## config.mk

```make
export PLATFORM = sky130hd
export DESIGN_NAME = fetch_stage
export DESIGN_NICKNAME = d
export VERILOG_FILES = /design/src/rtl/fetch_stage.sv
export SDC_FILE = /design/constraint.sdc
export NUM_CORES = 1
export LEC_CHECK = 0
export ABC_AREA = 1
export CAP_MARGIN = 30
export CORE_ASPECT_RATIO = 1.4
export CORE_UTILIZATION = 45
export CTS_BUF_LIST = sky130_fd_sc_hd__clkbuf_8
export DETAILED_ROUTE_END_ITERATION = 8
export GPL_TIMING_DRIVEN = 0
export HOLD_SLACK_MARGIN = 0.12
export PLACE_DENSITY = 0.75
export SKIP_CTS_REPAIR_TIMING = 1
export SLEW_MARGIN = 25
export SYNTH_ARGS = -nofsm -noshare
export SYNTH_HDL_FRONTEND = slang
export SYNTH_SLANG_ARGS = --single-unit
```

## constraint.sdc

```tcl
create_clock -name clk -period 2.4 [get_ports clk]
set_input_delay 0.36 -clock clk [delete_from_list [all_inputs] [get_ports clk]]
set_output_delay 0.36 -clock clk [all_outputs]
set_load 0.01 [all_outputs]
```

## src/rtl/fetch_stage.sv

```systemverilog
// rtl/fetch_stage.sv - instruction fetch stage: PC, imem address, IF/ID register
// Handles decode stall, execute redirect, end-of-memory halt and misaligned redirect halt.
module fetch_stage #(
   parameter logic [31:0] RESET_PC   = 32'h0000_0000,
   parameter int unsigned IMEM_BYTES = 80
) (
   input  logic        clk,
   input  logic        rst_n,
   output logic [31:0] imem_addr,
   input  logic [31:0] imem_data,
   input  logic        stall,
   input  logic        redirect_valid,
   input  logic [31:0] redirect_target,
   output logic        ifid_valid,
   output logic [31:0] ifid_ins,
   output logic [31:0] ifid_pc,
   output logic        halted,
   output logic        misaligned,
   output logic [31:0] fetch_count
);

   localparam logic [31:0] LAST_PC = 32'(IMEM_BYTES - 4);
   localparam logic [31:0] NOP_INS = 32'h0000_0013;

   typedef enum logic [1:0] {BOOT, RUN, HALT} state_t;

   state_t      state_q;
   logic [31:0] pc_q;
   logic [31:0] ins_q;
   logic [31:0] ifpc_q;
   logic [31:0] count_q;
   logic        valid_q;
   logic        halted_q;
   logic        mis_q;
   logic [31:0] pc_d;
   logic [31:0] count_d;

   assign pc_d    = pc_q + 32'd4;
   assign count_d = count_q + 32'd1;

   always_ff @(posedge clk or negedge rst_n) begin
      if (!rst_n) begin
         state_q  <= BOOT;
         pc_q     <= RESET_PC;
         ins_q    <= NOP_INS;
         ifpc_q   <= 32'h0000_0000;
         count_q  <= 32'h0000_0000;
         valid_q  <= 1'b0;
         halted_q <= 1'b0;
         mis_q    <= 1'b0;
      end else begin
         case (state_q)
            BOOT: state_q <= RUN;
            RUN: begin
               if (redirect_valid && (redirect_target[1:0] != 2'b00)) begin
                  pc_q     <= redirect_target;
                  valid_q  <= 1'b0;
                  mis_q    <= 1'b1;
                  halted_q <= 1'b1;
                  state_q  <= HALT;
               end else if (redirect_valid) begin
                  // wrong-path bubble; previous IF/ID contents stay visible
                  pc_q    <= redirect_target;
                  valid_q <= 1'b0;
               end else if (stall) begin
                  state_q <= RUN;
               end else if (pc_q > LAST_PC) begin
                  valid_q  <= 1'b0;
                  halted_q <= 1'b1;
                  state_q  <= HALT;
               end else begin
                  ins_q   <= imem_data;
                  ifpc_q  <= pc_q;
                  valid_q <= 1'b1;
                  pc_q    <= pc_d;
                  count_q <= count_d;
               end
            end
            HALT: valid_q <= 1'b0;
            default: begin
               valid_q  <= 1'b0;
               halted_q <= 1'b1;
               state_q  <= HALT;
            end
         endcase
      end
   end

   assign imem_addr   = pc_q;
   assign ifid_valid  = valid_q;
   assign ifid_ins    = ins_q;
   assign ifid_pc     = ifpc_q;
   assign halted      = halted_q;
   assign misaligned  = mis_q;
   assign fetch_count = count_q;

endmodule

```

# After elaboration in Yosys (flattened, before gate mapping)
# Index checks and enable logic that the tools add are counted.
[classes]
addsub = 2
mux = 19
order_cmp = 1
reduce_logical = 10
eq_ne = 9
bitwise = 7
[ops]
columns = ["op", "count"]
rows = [
  ["2-to-1 mux 32 bit", 4],
  ["adder 32 x 1 -> 32 bit (second input constant)", 1],
  ["adder 32 x 3 -> 32 bit (second input constant)", 1],
  ["greater-than comparator 32 x 7 -> 1 bit (second input constant)", 1],
  ["!= test 3 bit (second input constant)", 4],
  ["2-to-1 mux 1 bit", 8],
  ["2-to-1 mux 2 bit", 4],
  ["!= test 4 bit (second input constant)", 2],
  ["NOT 1 bit", 7],
  ["one-hot mux 2 bit (3 select lines)", 1],
  ["AND reduction 3 bit", 2],
  ["AND reduction 5 bit", 1],
  ["one-hot mux 1 bit (2 select lines)", 2],
  ["AND reduction 2 bit", 2],
  ["AND reduction 4 bit", 1],
  ["!= test 3 x 1 -> 1 bit (second input constant)", 1],
  ["equality test 2 x 1 -> 1 bit (second input constant)", 1],
  ["equality test 2 bit (second input constant)", 1],
  ["zero test 2 bit", 1],
  ["nonzero test 2 bit", 1],
  ["OR reduction 2 bit", 1],
  ["logical AND 1 bit", 1],
]
[totals]
output_inout_bits = 131
word_cells = 56
ff_bits = 133

# Longest topological paths before layout
# Gate-level depths: netlist of run 1.
[depth]
depth_word = 6
mapped_depth = 13
ltp_nobuf = 12

# Least setup slack after synthesis of run 1
# Ideal clock, no wire load.
[synth_timing]
path_type = "flip-flop to flip-flop"
start = "register pc_q[2], in the netlist imem_addr[2]"
end = "register count_q[12], in the netlist fetch_count[12]"
slack_ns = 0.650
stages_incl_launch_ff = 11
setup_time_ns = 0.118
path_buffers = 1
t_arrival_ns = 1.632
period_less_slack_ns = 1.750
t_required_ns = 2.282
path_cell_list = "dfrtp_1 ha_1 o21ai_0 nand2_1 nand2_1 nand2_1 nor2_1 nand4_2 clkbuf_1 nand2_1 nand2_1"
[synth_via]
elab_chain_len = 3
[synth_lines]
columns = ["element", "line_no", "source"]
rows = [
  ["start, declared", "28", "logic [31:0] pc_q;"],
  ["start signal, assigned", "56", "pc_q <= redirect_target;"],
  ["start signal, assigned", "63", "pc_q <= redirect_target;"],
  ["start signal, assigned", "75", "pc_q <= pc_d;"],
  ["greater-than comparator 32 x 7 -> 1 bit", "67", "end else if (pc_q > LAST_PC) begin"],
  ["NOT 1 bit (no line)", "--", ""],
  ["AND reduction 5 bit (no line)", "--", ""],
  ["end signal, assigned", "76", "count_q <= count_d;"],
  ["end, declared", "31", "logic [31:0] count_q;"],
]
# Every way passes these cells.
# A chain may end at the register's enable or synchronous reset.

# Worst setup path in the final report of run 1
[layout_timing]
start = "register pc_q[3], in the netlist imem_addr[3]"
end = "register count_q[25], in the netlist fetch_count[25]"
# Same word-level chain as after synthesis.

==> summary.txt, run 1 <==
Logic synthesis
  – EDFF count, synth: 0
  – Cell type with the highest aggregate area in the netlist: dfrtp_1
  – Synthesized net count: 1,118
  – Combinational family with the most area after synthesis: simple AND/OR/NAND/NOR gates
  – Seq cells post-synth: 133
  – Post-Synth Adder-Cell Area: 0.343%
  – Async S/R FF share, synth: 100%
  – Synthesized-area fraction occupied by xor and xnor cells: 2.28%
  – Fraction of post-synthesis cell area in the top cell type by area: 44.6%
  – Yosys cell types: 35
  – Post-Synthesis Cells: 1,048
  – Post-synthesis compound-gate area fraction: 2.25%
  – Most used standard cell by instance count after synthesis: nand2_1
  – Ranking of synthesized cells by area: dfrtp_1 (45%), nand2_1 (24%), nand3_1 (7.1%)
  – Mapped Area: 7300 µm²
  – Average instance area after synthesis: 6.96 µm²
  – Multiplexer share of the synthesized area: 0.549%
  – Leading cell types by count after synthesis: nand2_1 (465), dfrtp_1 (130), nor2_1 (128)
  – Fraction of the yosys area taken by sequential cells: 45.7%
  – Number of warnings reported in the yosys synthesis log: 0
  – Share of synthesized cell area in and, or, nand and nor gates: 42.3%
  – Leading register cell type out of synthesis: dfrtp_1

GRT
  – Total global routing overflow: 0
  – First-pass GRT wire length: 34.4 mm
  – Via count of the first global-routing pass: 6,908
  – Maximum number of pins on one net before global-route repair: 68
  – Global-route total usage across every layer: 27.0%
  – Antenna violations before repair: 0

Route
  – Sum of routed wire segments on met1: 8.39 mm
  – Detailed route wirelength on metal3: 1.12 mm
  – Met2 WL: 11.2 mm
  – Number of vias per cell after detailed routing: 4.97
  – Number of search-and-repair iterations in the first detailed-routing pass: 5
  – Highest layer used for signal routing: met4
  – DR vias: 7,342
  – Drt drc: 0
  – Antenna violation net count after detailed routing: 0
  – DRT iter0 DRCs: 447
  – Total Routed Length: 21.8 mm
  – Avg WL per Cell: 14.8 µm

Power and ir drop
  – Relative contribution of the clock network to total power: 28.6%
  – PnR Total Power: 6850 µW
  – Switching power of the nets: 2480 µW
  – Maximum VDD drop: 0.541 mV
  – Sequential Power Share: 42.4%
  – Total power divided by cell area: 687 nW/µm²
  – Leakage component of the power: 0.00494 µW
  – Switching power as a share of total power: 36.3%
  – Part of the total power dissipated in combinational logic: 29.0%
  – Internal power consumption: 4370 µW

Placed design
  – Placed Cells: 1,443
  – GP Congestion: 0.943
  – Placement-stage cell area: 9560 µm²
  – Post-detail-place hpwl: 16.5 mm
  – Quantity of I/O buffers inserted on ports: 198

Finish
  – Multi-input combinational cell area: 3480 µm²
  – Count of inserted antenna diode cells: 0
  – Reg area: 3330 µm²
  – Post-route cell area: 9970 µm²
  – Count of filler cells inserted in the layout: 1,445
  – Fraction of final layout cells sized beyond drive strength 1: 7.58%
  – Layout Utilization: 63.4%
  – Synthesis-to-finish area growth: 36.7%
  – Final cell count without fillers: 1,476
  – Number of nets at the end of the flow: 1,337

Floorplan
  – Area inside the core boundary: 15,700 µm²
  – Die width: 110 µm
  – Number of rows created at floorplan: 54
  – Starting utilization of the core area: 46.4%
  – I/O pin cnt: 199
  – Vert. Die Dim: 153 µm
  – Die area: 16,700 µm²

Timing
  – Tmin final: 2.17 ns
  – Final period util: 90.6%
  – Setup repair after global routing missed its margin: no
  – Final Hold Violating Endpoints: 0
  – Final clock skew: 0.0141 ns
  – Number of max-slew violations in the final report: 0
  – Number of failing setup endpoints in the final timing report: 0
  – Relative max-transition margin: 45.9%
  – Actual slew at the worst max-slew pin: 0.809 ns
  – Hold slack: 0.427 ns
  – Achievable frequency: 0.460 GHz

Critical path
  – Max Fanout on Critical Path: 10
  – Required time of the critical path: 2.75 ns
  – Worst reg2reg setup slack: 0.23 ns
  – CP dominant cell by count: nand2_1
  – Critical Path Slowest Stage Cell: dfrtp_1
  – Cell Chain, Critical Path: ha_1, o21ai_0, nand2_1, nand2_1, nand2_1, nor2_1, nand4_2, clkbuf_1, nand2_1, nand2_1
  – Crit Path Class: flip-flop to flip-flop
  – Crit end category: flip-flop
  – Delay of the slowest cell on the worst path: 0.46 ns
  – Arrival time reported for the critical path endpoint: 2.52 ns
  – Crit path launch type: flip-flop

Clock network
  – Number of sinks handled by clock tree synthesis: 133
  – Clock root cell: clkbuf_8
  – Clk buf depth: 2
  – Clk slew on worst S/H paths: 0.09 ns
  – CTS buffer count: 17
  – H-tree levels: 4
  – Clock tree from TritonCTS: yes
  – Clock latency on the worst-skew pair: 0.46 ns

Job
  – Count of maximum capacitance violations: 0

Status
  – Run status: completed

Hold path
  – Tightest Hold Check Type: input port to asynchronous set/reset pin
-- worst max-delay path, delay by kind of cell (launching register included) --
kind,cells,cell delay (ns)
AO/OA/AOI/OAI,1,0.09
AND/OR/NAND/NOR,7,0.91
flip-flops,1,0.46
adder cells (fa/ha/maj),1,0.27
buffers and inverters,1,0.32
-- area by class of cell --
type	count	share of cell area, %
Sequential cell	133	33.4
Clock inverter	13	1.47
Inverter	84	3.17
Buffer	34	1.67
Tap cell	196	2.46
Timing Repair Buffer	200	20.3
Clock buffer	19	2.62
Multi-Input combinational cell	797	34.9
-- path summary, 6_finish.rpt --
check                                         start                          end  depth (start not counted)
setup / recovery           imem_addr[3]$_DFFE_PN0P_  fetch_count[25]$_DFFE_PN0P_                         10
hold / removal                                rst_n    imem_addr[11]$_DFFE_PN0P_                          2
setup reg to reg           imem_addr[3]$_DFFE_PN0P_  fetch_count[25]$_DFFE_PN0P_                         10
hold reg to reg                  halted$_DFFE_PN0P_           halted$_DFFE_PN0P_                          2
max in group asynchronous                     rst_n      ifid_ins[4]$_DFFE_PN1P_                          3
min in group clk                       imem_data[4]      ifid_ins[4]$_DFFE_PN1P_                          3
-- power by group through the flow --
stage / Clock (µW) / Combinational, µW / Sequential [µW]
after detailed placement: 0 / 1980 / 2930
after floorplan: 0 / 1010 / 2910
after global routing: 2070 / 2200 / 2940
after global placement: 0 / 1940 / 2940
after CTS: 1990 / 1990 / 2900
final: 1960 / 1990 / 2900
-- sequential cells by signal, indices dropped and copies added (netlist names) --
| signal | cells |
|---|---|
| ifid_ins | 32 |
| halted | 1 |
| ifid_pc | 32 |
| state_q | 2 |
| ifid_valid | 1 |
| misaligned | 1 |
| imem_addr | 32 |
| fetch_count | 32 |
-- through the flow --
stage / worst slack (ns) / TNS, ns
2_1_floorplan: 0.650 / 0
3_3_place_gp: -4.36 / -573.73
3_5_place_dp: 0.0116 / 0
4_1_cts: 0.226 / 0
5_1_grt: 0.0614 / 0
6_report: 0.226 / 0
-- cell families after synthesis --
logic type | count (synthesis)
AO/OA/AOI/OAI | 27
XOR/XNOR | 19
adder cells (fa/ha/maj) | 2
buffers and inverters | 118
flip-flops | 133
multiplexers | 4
AND/OR/NAND/NOR | 745
-- layout by cell type, fill, tap and decap left out, types with 6 or more instances in the layout --
master,count
buf_2,16
clkbuf_1,12
clkbuf_8,19
clkdlybuf4s50_1,197
dfrtp_1,130
inv_1,69
inv_2,15
nand2_1,465
nand2_2,11
nand3_1,104
nand3b_1,14
nand4_1,6
nor2_1,128
o21ai_0,7
o21ai_1,7
or2_2,8
xor2_1,14
-- per-layer routing --
metal	up-vias	track usage, %
li1	3688	-
met1	3353	29.8
met2	247	47.6
met3	54	5.52
met4	0	14.2
met5	-	0
Note: power is estimated with default switching activity, not from simulation.
==> run 2, diff against run 1 <==
- SLEW_MARGIN: 25 -> 15
==> summary.txt, run 2 (synthesis results as in run 1) <==
Clock network
  – H-tree levels: 4 (unchanged)
  – CTS buffer count: 17 (unchanged)
  – Number of sinks handled by clock tree synthesis: 133 (unchanged)
  – Clock latency on the worst-skew pair: 0.47 ns (about the same)
  – Clock tree from TritonCTS: yes
  – Clk buf depth: 2 (unchanged)
  – Clock root cell: clkbuf_8
  – Clk slew on worst S/H paths: 0.08 ns (about the same)

Floorplan
  – Starting utilization of the core area: 46.4% (unchanged)
  – Vert. Die Dim: 153 µm (unchanged)
  – Die width: 110 µm (unchanged)
  – Area inside the core boundary: 15,700 µm² (unchanged)
  – Die area: 16,700 µm² (unchanged)
  – Number of rows created at floorplan: 54 (unchanged)
  – I/O pin cnt: 199 (unchanged)

Critical path
  – Largest delay share family, worst path: simple AND/OR/NAND/NOR gates
  – Crit Path Class: flip-flop to flip-flop
  – Crit path launch type: flip-flop
  – Delay of the slowest cell on the worst path: 0.47 ns (about the same)
  – Crit end category: flip-flop
  – Required time of the critical path: 2.75 ns (about the same)
  – Max Fanout on Critical Path: 10 (unchanged)
  – Cell Chain, Critical Path: ha_1, o21ai_0, nand2_1, nand2_1, nand2_1, nor2_1, nand4_2, clkbuf_1, nand2_1, nand2_1
  – Arrival time reported for the critical path endpoint: 2.55 ns (+0.03 ns)
  – Buffers plus inverters on the worst setup path: 1 (unchanged)
  – Critical Path Slowest Stage Cell: dfrtp_1
  – CP dominant cell by count: nand2_1

Route
  – Highest layer used for signal routing: met4
  – Total Routed Length: 21.6 mm (-0.73%)
  – Drt drc: 0 (unchanged)
  – Met2 WL: 11.1 mm (-1.1%)
  – Number of search-and-repair iterations in the first detailed-routing pass: 5 (unchanged)
  – Detailed route wirelength on metal3: 1.03 mm (-8.3%)
  – Antenna violation net count after detailed routing: 0 (unchanged)
  – Number of vias per cell after detailed routing: 4.95 (-0.48%)
  – Sum of routed wire segments on met1: 8.33 mm (-0.67%)
  – DR vias: 7,312 (-0.41%)
  – DRT iter0 DRCs: 425 (-4.9%)
  – Avg WL per Cell: 14.6 µm (-0.80%)

Timing
  – Final Hold Violating Endpoints: 0 (unchanged)
  – Total negative slack for setup checks: 0 ns (unchanged)
  – Actual slew at the worst max-slew pin: 0.825 ns (+0.0157 ns)
  – Final clock skew: 0.0123 ns (-0.00181 ns)
  – Tmin final: 2.19 ns (+0.0189 ns)
  – Setup repair after global routing missed its margin: no
  – Final period util: 91.4% (+0.79 points)
  – Worst setup slack after layout: 0.207 ns (-0.0189 ns)
  – Number of max-slew violations in the final report: 0 (unchanged)
  – Achievable frequency: 0.456 GHz (-0.86%)
  – Number of failing setup endpoints in the final timing report: 0 (unchanged)
  – Relative max-transition margin: 44.8% (-1.1 points)

GRT
  – Global-route total usage across every layer: 26.8% (-0.18 points)
  – Antenna violations before repair: 1 (+1)
  – Total global routing overflow: 0 (unchanged)
  – First-pass GRT wire length: 34.2 mm (-0.56%)
  – Maximum number of pins on one net before global-route repair: 99 (+46%)
  – Via count of the first global-routing pass: 6,893 (-0.22%)

Power and ir drop
  – Maximum VDD drop: 0.527 mV (-2.7%)
  – Total power divided by cell area: 677 nW/µm² (-1.4%)
  – Leakage component of the power: 0.00493 µW (-0.17%)

Finish
  – Fraction of final layout cells sized beyond drive strength 1: 7.66% (+0.078 points)
  – Post-route cell area: 9960 µm² (-0.13%)
  – Count of filler cells inserted in the layout: 1,473 (+1.9%)
  – Synthesis-to-finish area growth: 36.5%
  – Leading cell type in the layout, fill and taps excluded: nand2_1
  – Number of nets at the end of the flow: 1,337 (unchanged)
  – Top library cells by usage in the layout, fill and taps aside: nand2_1 (465), clkdlybuf4s50_1 (197), dfrtp_1 (130)

Status
  – Run status: completed

Hold path
  – Tightest Hold Check Type: input port to asynchronous set/reset pin

Placed design
  – GP Congestion: 0.943 (unchanged)
  – Placement-stage cell area: 9560 µm² (unchanged)
  – Post-placement worst setup slack: 0.0187 ns (+0.00710 ns)
  – Quantity of I/O buffers inserted on ports: 198 (unchanged)
  – Post-detail-place hpwl: 16.5 mm (+0.42%)

Job
  – Count of maximum capacitance violations: 0 (unchanged)
[run 2: per-layer routing]
layer	global-route usage, %	up-vias
met5	0	-
met4	17.0	0
met3	4.41	60
met2	46.6	240
met1	29.6	3330
li1	-	3682
[run 2: through the flow]
stage | utilization, % | power [µW] | std cells | hold slack (ns)
floorplan | - | 3920 | 1048 | 0.0644
global placement | 60.5 | 4880 | 1442 | 0.447
detailed placement | 60.7 | 4900 | 1443 | 0.246
CTS | 63.2 | 6780 | 1475 | -0.261
global route | 63.3 | 7130 | 1477 | 0.354
finish | 63.3 | 6750 | 1477 | 0.334
[run 2: cell type report]
cell class,instances,area (µm²),share of cell area (%)
Antenna cell,1,2.50,0.0251
Buffer,34,166,1.67
Clock buffer,20,275,2.76
Clock inverter,12,118,1.18
Inverter,84,317,3.18
Multi-Input combinational cell,797,3480,35.0
Sequential cell,133,3330,33.4
Tap cell,196,245,2.46
Timing Repair Buffer,200,2020,20.3
[run 2: worst reg2reg max path, stage by stage, from the launching register on]
cell      delay (ns)
dfrtp_1         0.47
ha_1            0.28
o21ai_0         0.09
nand2_1         0.12
nand2_1         0.14
nand2_1         0.07
nor2_1          0.13
nand4_2         0.28
clkbuf_1        0.33
nand2_1         0.12
nand2_1         0.06
[run 2: path summary, 6_finish.rpt]
| check | start | slack (ns) | end | cells after the start |
|---|---|---|---|---|
| hold / removal | rst_n | 0.33 | imem_addr[12]$_DFFE_PN0P_ | 2 |
| max in group asynchronous | rst_n | 1.29 | fetch_count[18]$_DFFE_PN0P_ | 3 |
| min in group clk | imem_data[4] | 0.43 | ifid_ins[4]$_DFFE_PN1P_ | 3 |
| setup reg to reg | imem_addr[3]$_DFFE_PN0P_ | 0.21 | fetch_count[24]$_DFFE_PN0P_ | 10 |
| hold reg to reg | halted$_DFFE_PN0P_ | 0.47 | halted$_DFFE_PN0P_ | 2 |
| setup / recovery | imem_addr[3]$_DFFE_PN0P_ | 0.21 | fetch_count[24]$_DFFE_PN0P_ | 10 |
[run 2: report_power, final]
| part | switching (µW) | internal, µW |
|---|---|---|
| Clock | 950 | 916 |
| Sequential | 425 | 2480 |
| Combinational | 1080 | 895 |
==> run 3, diff against run 2 <==
- CTS_CLUSTER_SIZE: not set -> 24
==> results of run 3 <==
The final DEF is identical to that of run 2; final timing and power are the same.
